File: src/rtl/dsp_wresp_ooo_channel.sv
// Write-response dispatcher: per-slave B FIFOs, compacting AW tracker, registered master B.
// Define DSP_WRESP_DECERR_EN to answer undecoded AWs locally with DECERR.
module dsp_wresp_ooo_channel #(
  parameter int SLV_AMT         = 2,
  parameter int OUTSTANDING_AMT = 8,
  parameter int OUTST_CTN_W     = $clog2(OUTSTANDING_AMT) + 1,
  parameter int TRANS_MST_ID_W  = 5,
  parameter int TRANS_WR_RESP_W = 2,
  parameter int SLV_ID_W        = $clog2(SLV_AMT),
  parameter int ORDER_MODE      = 1
) (
  input  logic                                ACLK_i,
  input  logic                                ARESETn_i,
  input  logic [SLV_ID_W-1:0]                 dsp_AW_slv_id_i,
  input  logic [TRANS_MST_ID_W-1:0]           dsp_AW_id_i,
  input  logic                                dsp_AW_decerr_i,
  input  logic                                dsp_AW_shift_en_i,
  output logic                                dsp_AW_full_o,
  input  logic [TRANS_MST_ID_W*SLV_AMT-1:0]   sa_BID_i,
  input  logic [TRANS_WR_RESP_W*SLV_AMT-1:0]  sa_BRESP_i,
  input  logic [SLV_AMT-1:0]                  sa_BVALID_i,
  output logic [SLV_AMT-1:0]                  sa_BREADY_o,
  output logic [OUTST_CTN_W-1:0]              sa_B_outst_ctn_o,
  output logic [TRANS_MST_ID_W-1:0]           m_BID_o,
  output logic [TRANS_WR_RESP_W-1:0]          m_BRESP_o,
  output logic                                m_BVALID_o,
  input  logic                                m_BREADY_i
);
  localparam int OA = OUTSTANDING_AMT;
  localparam int PW = (OA > 1) ? $clog2(OA) : 1;
  localparam int IW = TRANS_MST_ID_W;
  localparam int RW = TRANS_WR_RESP_W;
  localparam int CW = OUTST_CTN_W;
  localparam logic [CW-1:0] FULL_CNT = CW'(OA);

  logic [SLV_ID_W-1:0] trk_slv_q [OA];
  logic [SLV_ID_W-1:0] trk_slv_d [OA];
  logic [IW-1:0]       trk_id_q  [OA];
  logic [IW-1:0]       trk_id_d  [OA];
  logic [OA-1:0]       trk_vld_q, trk_vld_d;
  logic [OA-1:0]       trk_dec_q;
  logic [CW-1:0]       cnt_q, cnt_d, cnt_rm;
  logic                push;

`ifdef DSP_WRESP_DECERR_EN
  logic [OA-1:0]       trk_dec_d;
`else
  logic                unused_decerr;
  assign trk_dec_q     = '0;
  assign unused_decerr = dsp_AW_decerr_i;
`endif

  logic [IW-1:0]      fbid_q [SLV_AMT][OA];
  logic [RW-1:0]      frsp_q [SLV_AMT][OA];
  logic [PW-1:0]      rptr_q [SLV_AMT];
  logic [PW-1:0]      rptr_d [SLV_AMT];
  logic [PW-1:0]      wptr_q [SLV_AMT];
  logic [PW-1:0]      wptr_d [SLV_AMT];
  logic [CW-1:0]      fcnt_q [SLV_AMT];
  logic [CW-1:0]      fcnt_d [SLV_AMT];
  logic [SLV_AMT-1:0] brdy_q, brdy_d;
  logic [SLV_AMT-1:0] f_push, f_pop, f_nemp;
  logic [IW-1:0]      head_id  [SLV_AMT];
  logic [RW-1:0]      head_rsp [SLV_AMT];

  logic [OA-1:0]       elig;
  logic                can_load, sel_found, win, sel_dec;
  logic [PW-1:0]       sel_k;
  logic [SLV_ID_W-1:0] sel_slv;
  logic [IW-1:0]       sel_id;

  logic          mv_q, mv_d;
  logic [IW-1:0] mbid_q, mbid_d;
  logic [RW-1:0] mrsp_q, mrsp_d;

  always_comb begin
    for (int s = 0; s < SLV_AMT; s++) begin
      head_id[s]  = fbid_q[s][rptr_q[s]];
      head_rsp[s] = frsp_q[s][rptr_q[s]];
      f_nemp[s]   = (fcnt_q[s] != '0);
      f_push[s]   = sa_BVALID_i[s] & brdy_q[s];
    end
  end

  // Age/ID eligibility; the lowest eligible index wins.
  always_comb begin
    can_load  = ~mv_q | m_BREADY_i;
    elig      = '0;
    sel_found = 1'b0;
    sel_k     = '0;
    for (int k = 0; k < OA; k++) begin
      elig[k] = trk_vld_q[k] & (f_nemp[trk_slv_q[k]] | trk_dec_q[k]);
      if (ORDER_MODE != 0) begin
        if (!trk_dec_q[k] && head_id[trk_slv_q[k]] != trk_id_q[k])
          elig[k] = 1'b0;
        for (int j = 0; j < k; j++)
          if (trk_vld_q[j] && trk_id_q[j] == trk_id_q[k])
            elig[k] = 1'b0;
      end else if (k != 0) begin
        elig[k] = 1'b0;
      end
    end
    for (int k = OA - 1; k >= 0; k--) begin
      if (elig[k]) begin
        sel_found = 1'b1;
        sel_k     = PW'(k);
      end
    end
    win     = can_load & sel_found;
    sel_slv = trk_slv_q[sel_k];
    sel_id  = trk_id_q[sel_k];
    sel_dec = trk_dec_q[sel_k];
  end

  always_comb begin
    for (int s = 0; s < SLV_AMT; s++) begin
      f_pop[s]  = win & ~sel_dec & (int'(sel_slv) == s);
      rptr_d[s] = rptr_q[s];
      wptr_d[s] = wptr_q[s];
      if (f_pop[s])
        rptr_d[s] = (rptr_q[s] == PW'(OA - 1)) ? '0 : rptr_q[s] + 1'b1;
      if (f_push[s])
        wptr_d[s] = (wptr_q[s] == PW'(OA - 1)) ? '0 : wptr_q[s] + 1'b1;
      fcnt_d[s] = fcnt_q[s] + CW'(f_push[s]) - CW'(f_pop[s]);
      brdy_d[s] = (fcnt_d[s] != FULL_CNT);
    end
  end

  // Removal compacts first; a push then lands at the new tail.
  always_comb begin
    trk_vld_d = trk_vld_q;
    trk_slv_d = trk_slv_q;
    trk_id_d  = trk_id_q;
`ifdef DSP_WRESP_DECERR_EN
    trk_dec_d = trk_dec_q;
`endif
    push   = dsp_AW_shift_en_i & (cnt_q != FULL_CNT);
    cnt_rm = cnt_q - CW'(win);
    if (win) begin
      for (int k = 0; k < OA - 1; k++) begin
        if (k >= int'(sel_k)) begin
          trk_vld_d[k] = trk_vld_q[k+1];
          trk_slv_d[k] = trk_slv_q[k+1];
          trk_id_d[k]  = trk_id_q[k+1];
`ifdef DSP_WRESP_DECERR_EN
          trk_dec_d[k] = trk_dec_q[k+1];
`endif
        end
      end
      trk_vld_d[OA-1] = 1'b0;
    end
    for (int k = 0; k < OA; k++) begin
      if (push && k == int'(cnt_rm)) begin
        trk_vld_d[k] = 1'b1;
        trk_slv_d[k] = dsp_AW_slv_id_i;
        trk_id_d[k]  = dsp_AW_id_i;
`ifdef DSP_WRESP_DECERR_EN
        trk_dec_d[k] = dsp_AW_decerr_i;
`endif
      end
    end
    cnt_d = cnt_rm + CW'(push);
  end

  always_comb begin
    mv_d   = mv_q;
    mbid_d = mbid_q;
    mrsp_d = mrsp_q;
    if (win) begin
      mv_d   = 1'b1;
      mbid_d = sel_dec ? sel_id : head_id[sel_slv];
      mrsp_d = sel_dec ? {RW{1'b1}} : head_rsp[sel_slv];
    end else if (can_load) begin
      mv_d = 1'b0;
    end
  end

  always_ff @(posedge ACLK_i or negedge ARESETn_i) begin
    if (!ARESETn_i) begin
      cnt_q     <= '0;
      trk_vld_q <= '0;
      for (int k = 0; k < OA; k++) begin
        trk_slv_q[k] <= '0;
        trk_id_q[k]  <= '0;
      end
`ifdef DSP_WRESP_DECERR_EN
      trk_dec_q <= '0;
`endif
      brdy_q <= '1;
      for (int s = 0; s < SLV_AMT; s++) begin
        rptr_q[s] <= '0;
        wptr_q[s] <= '0;
        fcnt_q[s] <= '0;
        for (int e = 0; e < OA; e++) begin
          fbid_q[s][e] <= '0;
          frsp_q[s][e] <= '0;
        end
      end
      mv_q   <= 1'b0;
      mbid_q <= '0;
      mrsp_q <= '0;
    end else begin
      cnt_q     <= cnt_d;
      trk_vld_q <= trk_vld_d;
      trk_slv_q <= trk_slv_d;
      trk_id_q  <= trk_id_d;
`ifdef DSP_WRESP_DECERR_EN
      trk_dec_q <= trk_dec_d;
`endif
      brdy_q <= brdy_d;
      rptr_q <= rptr_d;
      wptr_q <= wptr_d;
      fcnt_q <= fcnt_d;
      for (int s = 0; s < SLV_AMT; s++) begin
        if (f_push[s]) begin
          fbid_q[s][wptr_q[s]] <= sa_BID_i[s*IW +: IW];
          frsp_q[s][wptr_q[s]] <= sa_BRESP_i[s*RW +: RW];
        end
      end
      mv_q   <= mv_d;
      mbid_q <= mbid_d;
      mrsp_q <= mrsp_d;
    end
  end

  assign dsp_AW_full_o    = (cnt_q == FULL_CNT);
  assign sa_BREADY_o      = brdy_q;
  assign sa_B_outst_ctn_o = cnt_q;
  assign m_BVALID_o       = mv_q;
  assign m_BID_o          = mbid_q;
  assign m_BRESP_o        = mrsp_q;

endmodule
File: config.mk
export PLATFORM = sky130hd
export DESIGN_NAME = dsp_wresp_ooo_channel
export DESIGN_NICKNAME = d
export VERILOG_FILES = /design/src/rtl/dsp_wresp_ooo_channel.sv
export SDC_FILE = /design/constraint.sdc
export NUM_CORES = 1
export LEC_CHECK = 0
export CORE_MARGIN = 2
export CORE_UTILIZATION = 46
export DETAILED_ROUTE_END_ITERATION = 6
export PLACE_DENSITY_LB_ADDON = 0.25
export SYNTH_ARGS = -nofsm -noshare
export SYNTH_HDL_FRONTEND = slang
export SYNTH_SLANG_ARGS = --single-unit
File: constraint.sdc
create_clock -name ACLK_i -period 5.4 [get_ports ACLK_i]
set_input_delay 1.08 -clock ACLK_i [delete_from_list [all_inputs] [get_ports ACLK_i]]
set_output_delay 1.08 -clock ACLK_i [all_outputs]
set_load 0.05 [all_outputs]
==> impl_table.tex <==
\begin{tabular}{lr}
\hline
Metric & Value \\
\hline
\multicolumn{2}{l}{\textbf{Finish}} \\
\quad Antenna diode count & 0 \\
\quad Number of cells in the finished layout apart from fillers & around 1,600 \\
\quad Commonest non-fill, non-tap cells in the layout & sky130\_fd\_sc\_hd\_\_dfrtp\_1 (197), sky130\_fd\_sc\_hd\_\_mux2\_2 (138), sky130\_fd\_sc\_hd\_\_xor2\_1 (124), sky130\_fd\_sc\_hd\_\_mux2i\_1 (75), sky130\_fd\_sc\_hd\_\_nand2\_1 (71) \\
\quad Area of all placed cells without fillers & between 10,000 and 15,000 um2 \\
\quad Multi-input gate area in the final layout & $\sim$7400 um2 \\
\quad Area delta synth->final & 13.6\% \\
\quad Filler Cell Count & 2,550 \\
\quad FF+latch area & 5060 um2 \\
\quad Share of layout cells above drive strength 1 & 24.5\% \\
\quad Most frequent standard cell in the layout excluding fill and tap cells & sky130\_fd\_sc\_hd\_\_dfrtp\_1 \\
\quad Final net count & 1,275 \\
\multicolumn{2}{l}{\textbf{Setup path}} \\
\quad Worst path required time & 5840 ps \\
\quad Sort of element at the start of the critical path & flop \\
\quad Worst-case reg-to-reg path depth & 21 \\
\quad Origin of the worst setup path & rptr\_q[0]\$\_DFFE\_PN0P\_ \\
\quad Highest net fanout along the worst path & 13 \\
\quad Combined buffer and inverter count along the critical path & 7 \\
\quad Critical R2R Launch & rptr\_q[0]\$\_DFFE\_PN0P\_ \\
\quad Capture point of the worst reg-to-reg path & sa\_BREADY\_o[1]\$\_DFF\_PN1\_ \\
\quad Top delay family on crit path & simple AND/OR/NAND/NOR gates \\
\quad Crit. End Element & flop \\
\quad Arrival @ worst endpoint & 5620 ps \\
\quad Minimum setup slack among reg-to-reg paths & 220 ps \\
\quad Worst setup path class & flop to flop \\
\quad Cell at the slowest stage of the critical path & sky130\_fd\_sc\_hd\_\_or4b\_2 \\
\quad List of cells traversed by the critical path & buf\_12 > mux2i\_1 > mux4\_2 > buf\_4 > mux2i\_1 > xnor2\_1 > nand4\_1 > or4\_1 > nand2\_2 > nor3\_1 > or2\_4 > inv\_2 > nand4\_2 > inv\_1 > ha\_1 > inv\_1 > ha\_1 > inv\_1 > fa\_1 > inv\_1 > or4b\_2 \\
\quad Most repeated library cell on the critical path & sky130\_fd\_sc\_hd\_\_inv\_1 \\
\quad Highest cell delay on the worst timing path & 660 ps \\
\multicolumn{2}{l}{\textbf{Placement}} \\
\quad Count of input and output buffers & 40 \\
\quad Detail Placement HPWL & 23.7 mm \\
\quad Final weighted congestion of routability-driven global placement & 0.906 \\
\quad Placed Cells & around 1,600 \\
\quad Total placed instance area & 13,900 um2 \\
\multicolumn{2}{l}{\textbf{Clocking}} \\
\quad Clock transition at the registers of the reported paths & 60 ps \\
\quad Clock Tree Root & sky130\_fd\_sc\_hd\_\_clkbuf\_16 \\
\quad Clock tree from TritonCTS & built \\
\quad Number of buffers on the longest clock path & 3 \\
\quad Clock Sinks & 202 \\
\quad H-tree depth & 1 \\
\quad Later-pin clock latency in the skew report & 540 ps \\
\quad Quantity of hold-fixing buffers added after cts & 0 \\
\quad Num CTS Buffers & 23 \\
\multicolumn{2}{l}{\textbf{Hold path}} \\
\quad Min-delay worst type & flop to flop \\
\quad WHS Path Cells & 1 \\
\quad Worst Hold Endpoint & fbid\_q[15]\$\_DFFE\_PN0P\_ \\
\quad Startpoint of the tightest hold check path & fbid\_q[15]\$\_DFFE\_PN0P\_ \\
\multicolumn{2}{l}{\textbf{Global route}} \\
\quad Pin count of the biggest net entering global routing & 122 \\
\quad Antenna violations before repair & 0 \\
\quad Wire length of the first global-routing pass & 55.4 mm \\
\quad Residual overflow from global routing & 0 \\
\quad Via count of the first global-routing pass & 9,457 \\
\quad Global Route Usage Sum & 24.4\% \\
\multicolumn{2}{l}{\textbf{Logic synthesis}} \\
\quad Sequential area share after synthesis & 39.0\% \\
\quad Number of synthesized flops with an enable pin & 0 \\
\quad FF+latch count, synth & approximately 200 \\
\quad Post-synthesis cell type count & 88 \\
\quad Synth async-reset ratio & 100\% \\
\quad Total nets after synthesis & 1,238 \\
\quad Post-synth top flop & sky130\_fd\_sc\_hd\_\_dfrtp\_1 \\
\quad Syn\_area\_per\_cell & 10.9 um2 \\
\quad Mapped Area & 13,000 um2 \\
\quad Number of synthesis warnings & 0 \\
\quad Syn Inst Count & 1,187 \\
\multicolumn{2}{l}{\textbf{Run status}} \\
\quad Outcome & finished, final reports clean \\
\multicolumn{2}{l}{\textbf{Route}} \\
\quad Overall routed net length & $\sim$35 mm \\
\quad Vias post-DR & 9,468 \\
\quad Via-per-instance ratio & 5.85 \\
\quad Initial DRT Pass Iterations & 5 \\
\quad Total DRC errors in the routed layout & 0 \\
\quad Remaining antenna violation count & 0 \\
\quad Drt first-iter violations & between 600 and 700 \\
\quad WL per Instance & 21.6 um \\
\multicolumn{2}{l}{\textbf{STA}} \\
\quad Crit path time final & 5180 ps \\
\quad Setup TNS & 0 ps \\
\quad Final Max Slew Viols & 0 \\
\quad Slew at the pin closest to its max-slew limit & approximately 1200 ps \\
\quad Crit share post-route & 96.0\% \\
\quad RSZ-0062 raised after global routing & false \\
\quad Relative max-transition margin & 20.7\% \\
\quad Worst-case hold slack & 501 ps \\
\quad Highest clock rate & 0.193 GHz \\
\quad Final-report setup violation count & 0 \\
\quad Fin Clk Skew & between 15 and 20 ps \\
\quad Number of hold violations in the final report & 0 \\
\multicolumn{2}{l}{\textbf{Flow run}} \\
\quad Max-cap violations & 0 \\
\multicolumn{2}{l}{\textbf{Floorplan}} \\
\quad Row Count & 61 \\
\quad Chip height & 172 um \\
\quad Core ar. & about 28,000 um2 \\
\quad I/O pin total & 42 \\
\quad Area of the die & 29,600 um2 \\
\quad Initial core utilization & 46.7\% \\
\quad X dimension of the die & 172 um \\
\hline
\end{tabular}
-- through the flow --
step | utilization, % | worst slack [ps]
floorplan | - | 467
global placement | 50.1 | 50.4
detailed placement | 50.1 | 37.7
CTS | 52.8 | 0.0266
global route | 53.0 | 7.84
finish | 53.0 | 218
-- area by class of cell --
type                    count  area share, %
well taps                 378           3.21
clock inverters             6          0.510
flip-flops and latches    202           34.4
inverters                  30          0.764
clock buffers              35           4.69
multi-input cells         861           50.1
repair buffers            106           6.36
-- worst max-delay path by stage --
stage,end,cells after the start
5_1_grt,sa_BREADY_o[1]$_DFF_PN1_,20
3_5_place_dp,sa_BREADY_o[1]$_DFF_PN1_,18
6_report,sa_BREADY_o[1]$_DFF_PN1_,21
4_1_cts,sa_BREADY_o[1]$_DFF_PN1_,20
2_1_floorplan,sa_BREADY_o[1]$_DFF_PN1_,21
3_3_place_gp,sa_BREADY_o[1]$_DFF_PN1_,20
-- registers in the layout, indices dropped and copies added (netlist names), 4 cells and up --
| register | cells |
|---|---|
| m_BID_o | 5 |
| rptr_q | 6 |
| fbid_q | 80 |
| trk_vld_q | 8 |
| trk_slv_q | 8 |
| trk_id_q | 40 |
| fcnt_q | 8 |
| wptr_q | 6 |
| sa_B_outst_ctn_o | 4 |
| frsp_q | 32 |
-- logic make-up (layout without fill, tap and decap cells) --
logic type / count (synthesis) / count (layout) / synth area share [%]
muxes: 245 / 245 / 22.7
buffers and inverters: 124 / 177 / 4.40
and+or+nand+nor: 247 / 247 / 10.2
xor gates and xnor gates: 187 / 187 / 12.6
AOI/OAI and AO/OA: 158 / 158 / 8.66
DFF: 202 / 202 / 39.0
adders and majority gates: 24 / 24 / 2.43
-- repair_timing --
action / 4_1_cts / 5_1_grt
gates resized for setup: 0 / 7
hold endpoints to repair: 0 / 0
setup endpoints to repair: 0 / 27
setup buffers: 0 / 3
-- Yosys cell counts, types with 6 or more instances --
cell type	number	area, um2
sky130_fd_sc_hd__dfrtp_1	200	5000
sky130_fd_sc_hd__mux2_2	138	1550
sky130_fd_sc_hd__xor2_1	124	1090
sky130_fd_sc_hd__mux2i_1	75	751
sky130_fd_sc_hd__nand2_1	71	267
sky130_fd_sc_hd__xnor2_1	63	552
sky130_fd_sc_hd__clkbuf_1	46	173
sky130_fd_sc_hd__o21ai_0	38	190
sky130_fd_sc_hd__nor2_1	31	116
sky130_fd_sc_hd__nor4_1	31	194
sky130_fd_sc_hd__nand3_1	30	150
sky130_fd_sc_hd__inv_1	27	101
sky130_fd_sc_hd__a21oi_1	22	110
sky130_fd_sc_hd__ha_1	22	275
sky130_fd_sc_hd__mux4_2	20	450
sky130_fd_sc_hd__buf_1	18	67.6
sky130_fd_sc_hd__nor3_1	18	90.1
sky130_fd_sc_hd__buf_2	17	85.1
sky130_fd_sc_hd__a31oi_1	13	81.3
sky130_fd_sc_hd__o21ai_1	12	60.1
sky130_fd_sc_hd__o211ai_1	8	60.1
sky130_fd_sc_hd__mux2_1	7	78.8
sky130_fd_sc_hd__nand4_1	7	43.8
sky130_fd_sc_hd__nor2b_1	7	43.8
sky130_fd_sc_hd__or4_1	7	52.6
sky130_fd_sc_hd__a21o_1	6	45.0
sky130_fd_sc_hd__a41o_1	6	60.1
sky130_fd_sc_hd__buf_6	6	67.6
sky130_fd_sc_hd__nand2b_1	6	37.5
-- layer usage --
metal,vias to the layer above,GRT usage (%),wire length [um]
met5,-,0,0
met4,0,9.32,1200
met3,72,3.34,1810
met2,294,39.2,16300
met1,4785,33.7,15600
li1,4317,-,-
Power is not shown: default switching activity piles up to over one toggle a cycle in this logic, so the estimate is an artifact.
